### src/rtl/csr_issue_pkg.sv
// Shared widths and bundle layouts for the CSR issue buffer.
// Optional registered outputs: define CSR_ISSUE_REGOUT_EN.
package csr_issue_pkg;

   localparam int RB              = 1;
   localparam int PW              = 5 + RB;              // physical register index width
   localparam int CSR_DISPAT_DW   = 4 + 2*PW + 5 + 12;
   localparam int CSR_EXEPARAM_DW = 3 + PW + 64 + 12;

   typedef struct packed {
      logic          rw;
      logic          rs;
      logic          rc;
      logic          is_imm;
      logic [PW-1:0] rd0;
      logic [PW-1:0] rs1;
      logic [4:0]    uimm;
      logic [11:0]   addr;
   } dispat_info_t;

   typedef struct packed {
      logic          rw;
      logic          rs;
      logic          rc;
      logic [PW-1:0] rd0;
      logic [63:0]   op;
      logic [11:0]   addr;
   } exeparam_t;

   // RS/RC with a zero operand must not write the CSR, so the zero cases are exact.
   function automatic logic [63:0] sel_op(input dispat_info_t i, input logic [63:0] rdata);
      if (i.is_imm)
         return {59'b0, i.uimm};
      else if (i.rs1 == '0)
         return 64'b0;
      else
         return rdata;
   endfunction

endpackage

### src/rtl/csr_issue_fifo.sv
// Circular DP x IW buffer with (log2 DP)+1-bit pointers; flush clears it like reset.
module csr_issue_fifo
   import csr_issue_pkg::*;
#(
   parameter int DP = 4,
   parameter int IW = CSR_DISPAT_DW
) (
   input  logic          clk,
   input  logic          rst_n,
   input  logic          flush,
   input  logic          push,
   input  logic          pop,
   input  logic [IW-1:0] wdata,
   output logic [IW-1:0] head,
   output logic          empty,
   output logic          full
);

   localparam int AW = $clog2(DP);

   logic [AW:0]   wr_ptr, rd_ptr;
   logic [DP-1:0] ent_vld;
   logic [IW-1:0] mem [DP];
   logic          do_push, do_pop;

   assign empty   = (wr_ptr == rd_ptr);
   assign full    = (wr_ptr[AW-1:0] == rd_ptr[AW-1:0]) && (wr_ptr[AW] != rd_ptr[AW]);
   assign do_push = push & ~full & ~flush & rst_n;
   assign do_pop  = pop & ~empty;

   // Masking by the entry valid bit keeps the head at zero while empty.
   assign head = ent_vld[rd_ptr[AW-1:0]] ? mem[rd_ptr[AW-1:0]] : '0;

   always_ff @(posedge clk) begin
      if (!rst_n || flush) begin
         wr_ptr  <= '0;
         rd_ptr  <= '0;
         ent_vld <= '0;
      end else begin
         if (do_pop) begin
            ent_vld[rd_ptr[AW-1:0]] <= 1'b0;
            rd_ptr                  <= rd_ptr + 1'b1;
         end
         if (do_push) begin
            ent_vld[wr_ptr[AW-1:0]] <= 1'b1;
            wr_ptr                  <= wr_ptr + 1'b1;
         end
      end
   end

   always_ff @(posedge clk) begin
      if (do_push)
         mem[wr_ptr[AW-1:0]] <= wdata;
   end

endmodule

### src/rtl/csr_issue.sv
// In-order CSR issue buffer: holds dispatched CSR ops and fires the head on commit permission.
// Define CSR_ISSUE_REGOUT_EN to register csr_exeparam_vaild/csr_exeparam (+1 cycle latency).
module csr_issue
   import csr_issue_pkg::*;
#(
   parameter int DP = 4,
   parameter int DW = CSR_EXEPARAM_DW,
   parameter int IW = CSR_DISPAT_DW
) (
   input  logic          CLK,
   input  logic          RSTn,
   input  logic          flush,
   input  logic          csr_dispat_vaild,
   output logic          csr_dispat_ready,
   input  logic [IW-1:0] csr_dispat_info,
   input  logic          csr_issue_permit,
   output logic [PW-1:0] rs1_phy,
   input  logic          rs1_ready,
   input  logic [63:0]   rs1_data,
   output logic          csr_exeparam_vaild,
   output logic [DW-1:0] csr_exeparam
);

   logic          empty, full, fire;
   logic [IW-1:0] head_raw;
   dispat_info_t  hd;
   exeparam_t     nxt;

   csr_issue_fifo #(.DP(DP), .IW(IW)) u_fifo (
      .clk   (CLK),
      .rst_n (RSTn),
      .flush (flush),
      .push  (csr_dispat_vaild),
      .pop   (fire),
      .wdata (csr_dispat_info),
      .head  (head_raw),
      .empty (empty),
      .full  (full)
   );

   assign hd               = dispat_info_t'(head_raw);
   assign csr_dispat_ready = ~full;
   assign rs1_phy          = hd.rs1;

   // Flush and reset both squash a fire in their own cycle.
   assign fire = ~empty & csr_issue_permit & ~flush & RSTn
               & (hd.is_imm | rs1_ready | (hd.rs1 == '0));

   always_comb begin
      nxt = '0;
      if (fire) begin
         nxt.rw   = hd.rw;
         nxt.rs   = hd.rs;
         nxt.rc   = hd.rc;
         nxt.rd0  = hd.rd0;
         nxt.op   = sel_op(hd, rs1_data);
         nxt.addr = hd.addr;
      end
   end

`ifdef CSR_ISSUE_REGOUT_EN
   logic      vld_q;
   exeparam_t param_q;

   always_ff @(posedge CLK) begin
      if (!RSTn || flush) begin
         vld_q   <= 1'b0;
         param_q <= '0;
      end else begin
         vld_q   <= fire;
         param_q <= nxt;
      end
   end

   assign csr_exeparam_vaild = vld_q;
   assign csr_exeparam       = param_q;
`else
   assign csr_exeparam_vaild = fire;
   assign csr_exeparam       = nxt;
`endif

endmodule

### config.mk
export PLATFORM = sky130hd
export DESIGN_NAME = csr_issue
export DESIGN_NICKNAME = d
export VERILOG_FILES = /design/src/rtl/csr_issue_pkg.sv /design/src/rtl/csr_issue_fifo.sv /design/src/rtl/csr_issue.sv
export SDC_FILE = /design/constraint.sdc
export NUM_CORES = 1
export LEC_CHECK = 0
export CORE_UTILIZATION = 44
export CTS_CLUSTER_SIZE = 28
export DETAILED_ROUTE_END_ITERATION = 7
export PLACE_DENSITY = 0.77
export SLEW_MARGIN = 30
export SYNTH_ARGS = -nofsm -noshare
export SYNTH_HDL_FRONTEND = slang
export SYNTH_SLANG_ARGS = --single-unit
### constraint.sdc
create_clock -name CLK -period 5.17 [get_ports CLK]
set_input_delay 1.2925 -clock CLK [delete_from_list [all_inputs] [get_ports CLK]]
set_output_delay 1.2925 -clock CLK [all_outputs]
set_load 0.03 [all_outputs]
-- Word-level counts from Yosys, hierarchy flattened
Memory sizes are Yosys's and may differ from the RTL's. A register that Yosys moved wholly into a read port is not among the register bits.
Cells that the tools add are included.
- add/sub/neg operators: 2
- $lt $le $gt $ge: 4
- eq/ne operators: 3
- mux-type cells: 17
- bitwise gates (word level): 16
- reduce and logical (&&, ||, !) cells: 6
- operators by type and width (kind ; number):
    $mux W64 ; 2
    $mux W85 ; 1
    $mux W33 ; 1
    $mux W4 ; 3
    $and A1 B1 Y1 ; 8
    $add A3 B1 Y3 const B ; 2
    $logic_not A6 Y1 ; 1
    $lt A2 B3 Y1 const B ; 2
    $mux W1 ; 5
    $and A4 B4 Y4 ; 1
    $demux W1 S2 ; 2
    $ge A2 B1 Y1 const B ; 2
    $mux W2 ; 2
    $not A4 Y4 ; 1
    $or A4 B4 Y4 ; 1
    $eq A3 B3 Y1 ; 1
    $logic_and A1 B1 Y1 ; 3
    $not A1 Y1 ; 3
    $bmux W1 S2 ; 1
    $eq A2 B2 Y1 ; 1
    $or A1 B1 Y1 ; 2
    $logic_not A1 Y1 ; 1
    $logic_or A1 B1 Y1 ; 1
    $ne A1 B1 Y1 ; 1
- flip-flop bits (word level): 10
- bits in writable memories: 132
- output and inout bits: 93
- word-level logic and storage cells: 52
- memories: 1
- memories (memory ; words ; width ; read ports ; clocked after memory_dff ; wr ports ; line ; text):
    u_fifo.mem ; 4 ; 33 ; 1 ; 1 ; 1 ; csr_issue_fifo.sv:23 ; logic [IW-1:0] mem [DP];

-- Depth between registers and ports, before layout
- depth after elaboration: 11
- gate-level depth with buffers: 9
- depth with buffers taken out: 6

-- Modules after synthesis
From an unflattened synthesis, not the netlist that was laid out.
- cells, all modules: 452
- area, all modules: 6806.5 sq um
- by module, submodules not included (module ; instances ; cells an instance ; area an instance (sq um)):
    csr_issue_fifo ; 1 ; 315 ; 5998.3
    csr_issue ; 1 ; 137 ; 808.3

-- Worst setup path after synthesis
No wires, ideal clock.
- kind: input to output
- start: input RSTn
- end: output csr_exeparam[0]
- data arrival time: 2640 ps
- data required time: 3878 ps
- path slack: 1237 ps
- stages: 5
- path buffers: 1
- path through: nor2b_1 > o211a_1 > o211ai_1 > clkbuf_1 > nor2b_1
- longest elaborated chain between the ends: 3
- RTL lines (item ; line ; text):
    from (decl) ; csr_issue.sv:11 ; input logic RSTn,
    $and A1 B1 Y1 ; csr_issue.sv:46 ; assign fire = ~empty & csr_issue_permit & ~flush & RSTn
    $and A1 B1 Y1 ; csr_issue.sv:47 ; & (hd.is_imm | rs1_ready | (hd.rs1 == '0));
    $mux W85 ; csr_issue.sv:51 ; if (fire) begin
    to (decl) ; csr_issue.sv:21 ; output logic [DW-1:0] csr_exeparam
Every way passes these cells.

==> impl_metrics.env <==
export IMPL_die_area_mm2=0.0144
export IMPL_max_vdd_ir_drop_uv=224
export IMPL_cts_buffers=17
export IMPL_p_leak_nw=2.97
export IMPL_place_ws_ns=0.271
export IMPL_fin_crit_ns=4.93
export IMPL_ff2ff_path_depth=7
export IMPL_setup_violations=0
export IMPL_fin_area_mm2=0.00882
export IMPL_worstPathArrival_ns=3.64
export IMPL_synthCells=354
export IMPL_die_h_um=120
export IMPL_min_path_cells=1
export IMPL_grtUsageMet1_pct=23.1
export IMPL_syn_avg_cell_area_um2=17.3
export IMPL_antenna_left=0
export IMPL_final_max_slew_viol_count=0
export IMPL_grt_usage_pct=20.1
export IMPL_place_area_mm2=0.00826
export IMPL_cpPeakStageDelay_ns=0.70
export IMPL_syn_to_final_growth_pct=43.8
export IMPL_power_density_mw_per_mm2=288
export IMPL_syn_nets=465
export IMPL_seq_area_frac_synth_pct=68.5
export IMPL_crit_family="buffers and inverters"
export IMPL_start_util_pct=45.8
export IMPL_place_congestion=0.855
export IMPL_yosys_area_top_type="edfxtp_1"
export IMPL_dp_hpwl_um=9720
export IMPL_synth_warnings=0
export IMPL_max_cap_violations=0
export IMPL_clk_insertion_delay_late_ns=0.41
export IMPL_ys_seq_elements=144
export IMPL_hold_violations=0
export IMPL_use_met2_pct=35.8
export IMPL_finalWorstSetupSlack_ns=0.237
export IMPL_end_kind="primary output"
export IMPL_rsz0062_at_grt="false"
export IMPL_cts_buffer_depth=2
export IMPL_cp_data_required_time_ns=3.88
export IMPL_post_drt_wl_per_cell_um=18.9
export IMPL_hold_path_class="flop to flop"
export IMPL_nNetsFinal=669
export IMPL_drtIter0Drc=183
export IMPL_drive_above_1_share_pct=18.9
export IMPL_antenna_found_initial=0
export IMPL_cts_hold_buffers_added=0
export IMPL_wl_um=14100
export IMPL_grt_ovfl_total=0
export IMPL_grtUsageMet3_pct=5.23
export IMPL_grt_start_max_net_pins=60
export IMPL_cp_slowest_cell="clkdlybuf4s50_1"
export IMPL_vias=3855
export IMPL_critPathBufInv=3
export IMPL_grt_pass1_vias=3892
export IMPL_cts_root_buf="clkbuf_16"
export IMPL_relSlewSlack_pct=38.1
export IMPL_cts_tree="yes"
export IMPL_fin_crit_sh_pct=95.4
export IMPL_core_mm2=0.0134
export IMPL_ys_types=33
export IMPL_max_slew_worst_pin_slew_ns=0.929
export IMPL_synth_cell_area_mm2=0.00613
export IMPL_hp_start="u_fifo.rd_ptr[2]"
export IMPL_die_width_um=120
export IMPL_synth_top_area_share_pct=64.6
export IMPL_max_freq_ghz=0.203
export IMPL_path_depth=7
export IMPL_status="finished clean"
export IMPL_portBuffers=195
export IMPL_clk_pin_slew_ns=0.06
export IMPL_skew_ns=0.0139
export IMPL_top_level_ports=196
export IMPL_critical_path_startpoint_type="flop"
export IMPL_path_class="flop to primary output"
export IMPL_path_cells="buf_4 > mux4_2 > or2_2 > o21ai_0 > nand2_1 > inv_1 > clkdlybuf4s50_1"
export IMPL_ys_top_cells_by_area="edfxtp_1 (65%), mux4_2 (12%), and2_1 (5.6%), dfxtp_1 (3.9%), nor2b_1 (2.2%)"
export IMPL_busiest_layer="met2"
export IMPL_cts_sinks=144
export IMPL_via_per_inst=5.16
export IMPL_rows=42
export IMPL_cp_max_fo=11
export IMPL_dr_pass1_iters=4
export IMPL_fin_tns_setup_ns=0
export IMPL_antenna_cells=0
export IMPL_grt_pass1_wl_um=21200
export IMPL_drc=0
export IMPL_cts_htree_levels=4
## report_power, final
part / leakage (nW) / switching, mW / internal [mW] / total (mW)
registers: 1.29 / 0.00535 / 1.28 / 1.29
clock network: 0.253 / 0.451 / 0.657 / 1.11
logic: 1.43 / 0.0520 / 0.0950 / 0.147
## metrics by stage
stage	hold WS, ns	power [mW]	util [%]	std cells
final	0.489	2.54	65.8	747
after floorplan	0.448	1.36	-	354
after CTS	0.499	2.56	65.7	747
after detailed placement	0.486	1.46	61.6	715
after global placement	0.469	1.46	61.6	715
after global routing	0.518	2.61	65.8	747
## Yosys cell counts
| library cell | instances |
|---|---|
| nor2_1 | 9 |
| and3_1 | 4 |
| o211a_4 | 1 |
| mux4_2 | 34 |
| mux2i_1 | 3 |
| a311oi_1 | 3 |
| dfxtp_1 | 12 |
| o211a_1 | 1 |
| a31oi_1 | 1 |
| a32oi_1 | 5 |
| nor2b_1 | 22 |
| xnor2_1 | 3 |
| inv_1 | 7 |
| o31ai_1 | 1 |
| a31o_2 | 1 |
| o21ai_0 | 2 |
| and3_4 | 1 |
| edfxtp_1 | 132 |
| nand2_1 | 8 |
| or2_2 | 1 |
| a21oi_1 | 4 |
| and2_4 | 10 |
| nand3_1 | 3 |
| or4_4 | 1 |
| and2_1 | 55 |
| ha_1 | 8 |
| clkbuf_1 | 13 |
| buf_6 | 3 |
| nor3b_1 | 1 |
| xor2_1 | 2 |
| nand2b_1 | 1 |
| buf_4 | 1 |
| o211ai_1 | 1 |
## state kept, by name (all words and copies together), names as in the netlist, named ones only
name	flops
u_fifo.mem	132
u_fifo.ent_vld	4
u_fifo.rd_ptr	3
u_fifo.wr_ptr	3
## final timing paths
kind / end / slack, ns
max: csr_exeparam_vaild / 0.24
min: u_fifo.rd_ptr[2] / 0.49
max reg2reg: u_fifo.ent_vld[2] / 2.37
min reg2reg: u_fifo.rd_ptr[2] / 0.49
## layer usage
| layer | up-vias | share of wire, % |
|---|---|---|
| li1 | 1764 | - |
| met1 | 1907 | 38 |
| met2 | 168 | 53 |
| met3 | 16 | 7.5 |
| met4 | 0 | 1.8 |
| met5 | - | 0 |
## layout by cell type, fill, tap and decap left out, types with 9 or more instances in the layout
cell type / synthesis / final
and2_1: 55 / 55
and2_4: 10 / 10
buf_4: 1 / 21
clkbuf_16: 0 / 17
clkdlybuf4s50_1: 0 / 179
dfxtp_1: 12 / 10
edfxtp_1: 132 / 132
mux4_2: 34 / 34
nor2_1: 9 / 9
nor2b_1: 22 / 22
## cells by family after synthesis
group	count (synthesis)	synth area share, %
AO/OA/AOI/OAI	20	2.57
XOR/XNOR	5	0.714
adder cells (fa/ha/maj)	8	1.63
buffers and inverters	24	1.90
flip-flops	144	68.5
multiplexers	37	13.0
AND/OR/NAND/NOR	116	11.7
## what timing repair did
action                                  in CTS  in global routing
hold endpoints to repair                     0                  0
resized for setup                            0                  1
endpoints found under the setup margin       0                 59
setup buffers                                0                  0
## area by class of cell
class / instances / area (um2)
fill: 930 / 4580
clock buffer: 18 / 429
multi-input combinational: 186 / 1830
tap: 176 / 220
clock inverter: 14 / 120
sequential: 144 / 4210
timing repair buffer: 202 / 1990
inverter: 7 / 26.3
Note: power is estimated with default switching activity, not from simulation.
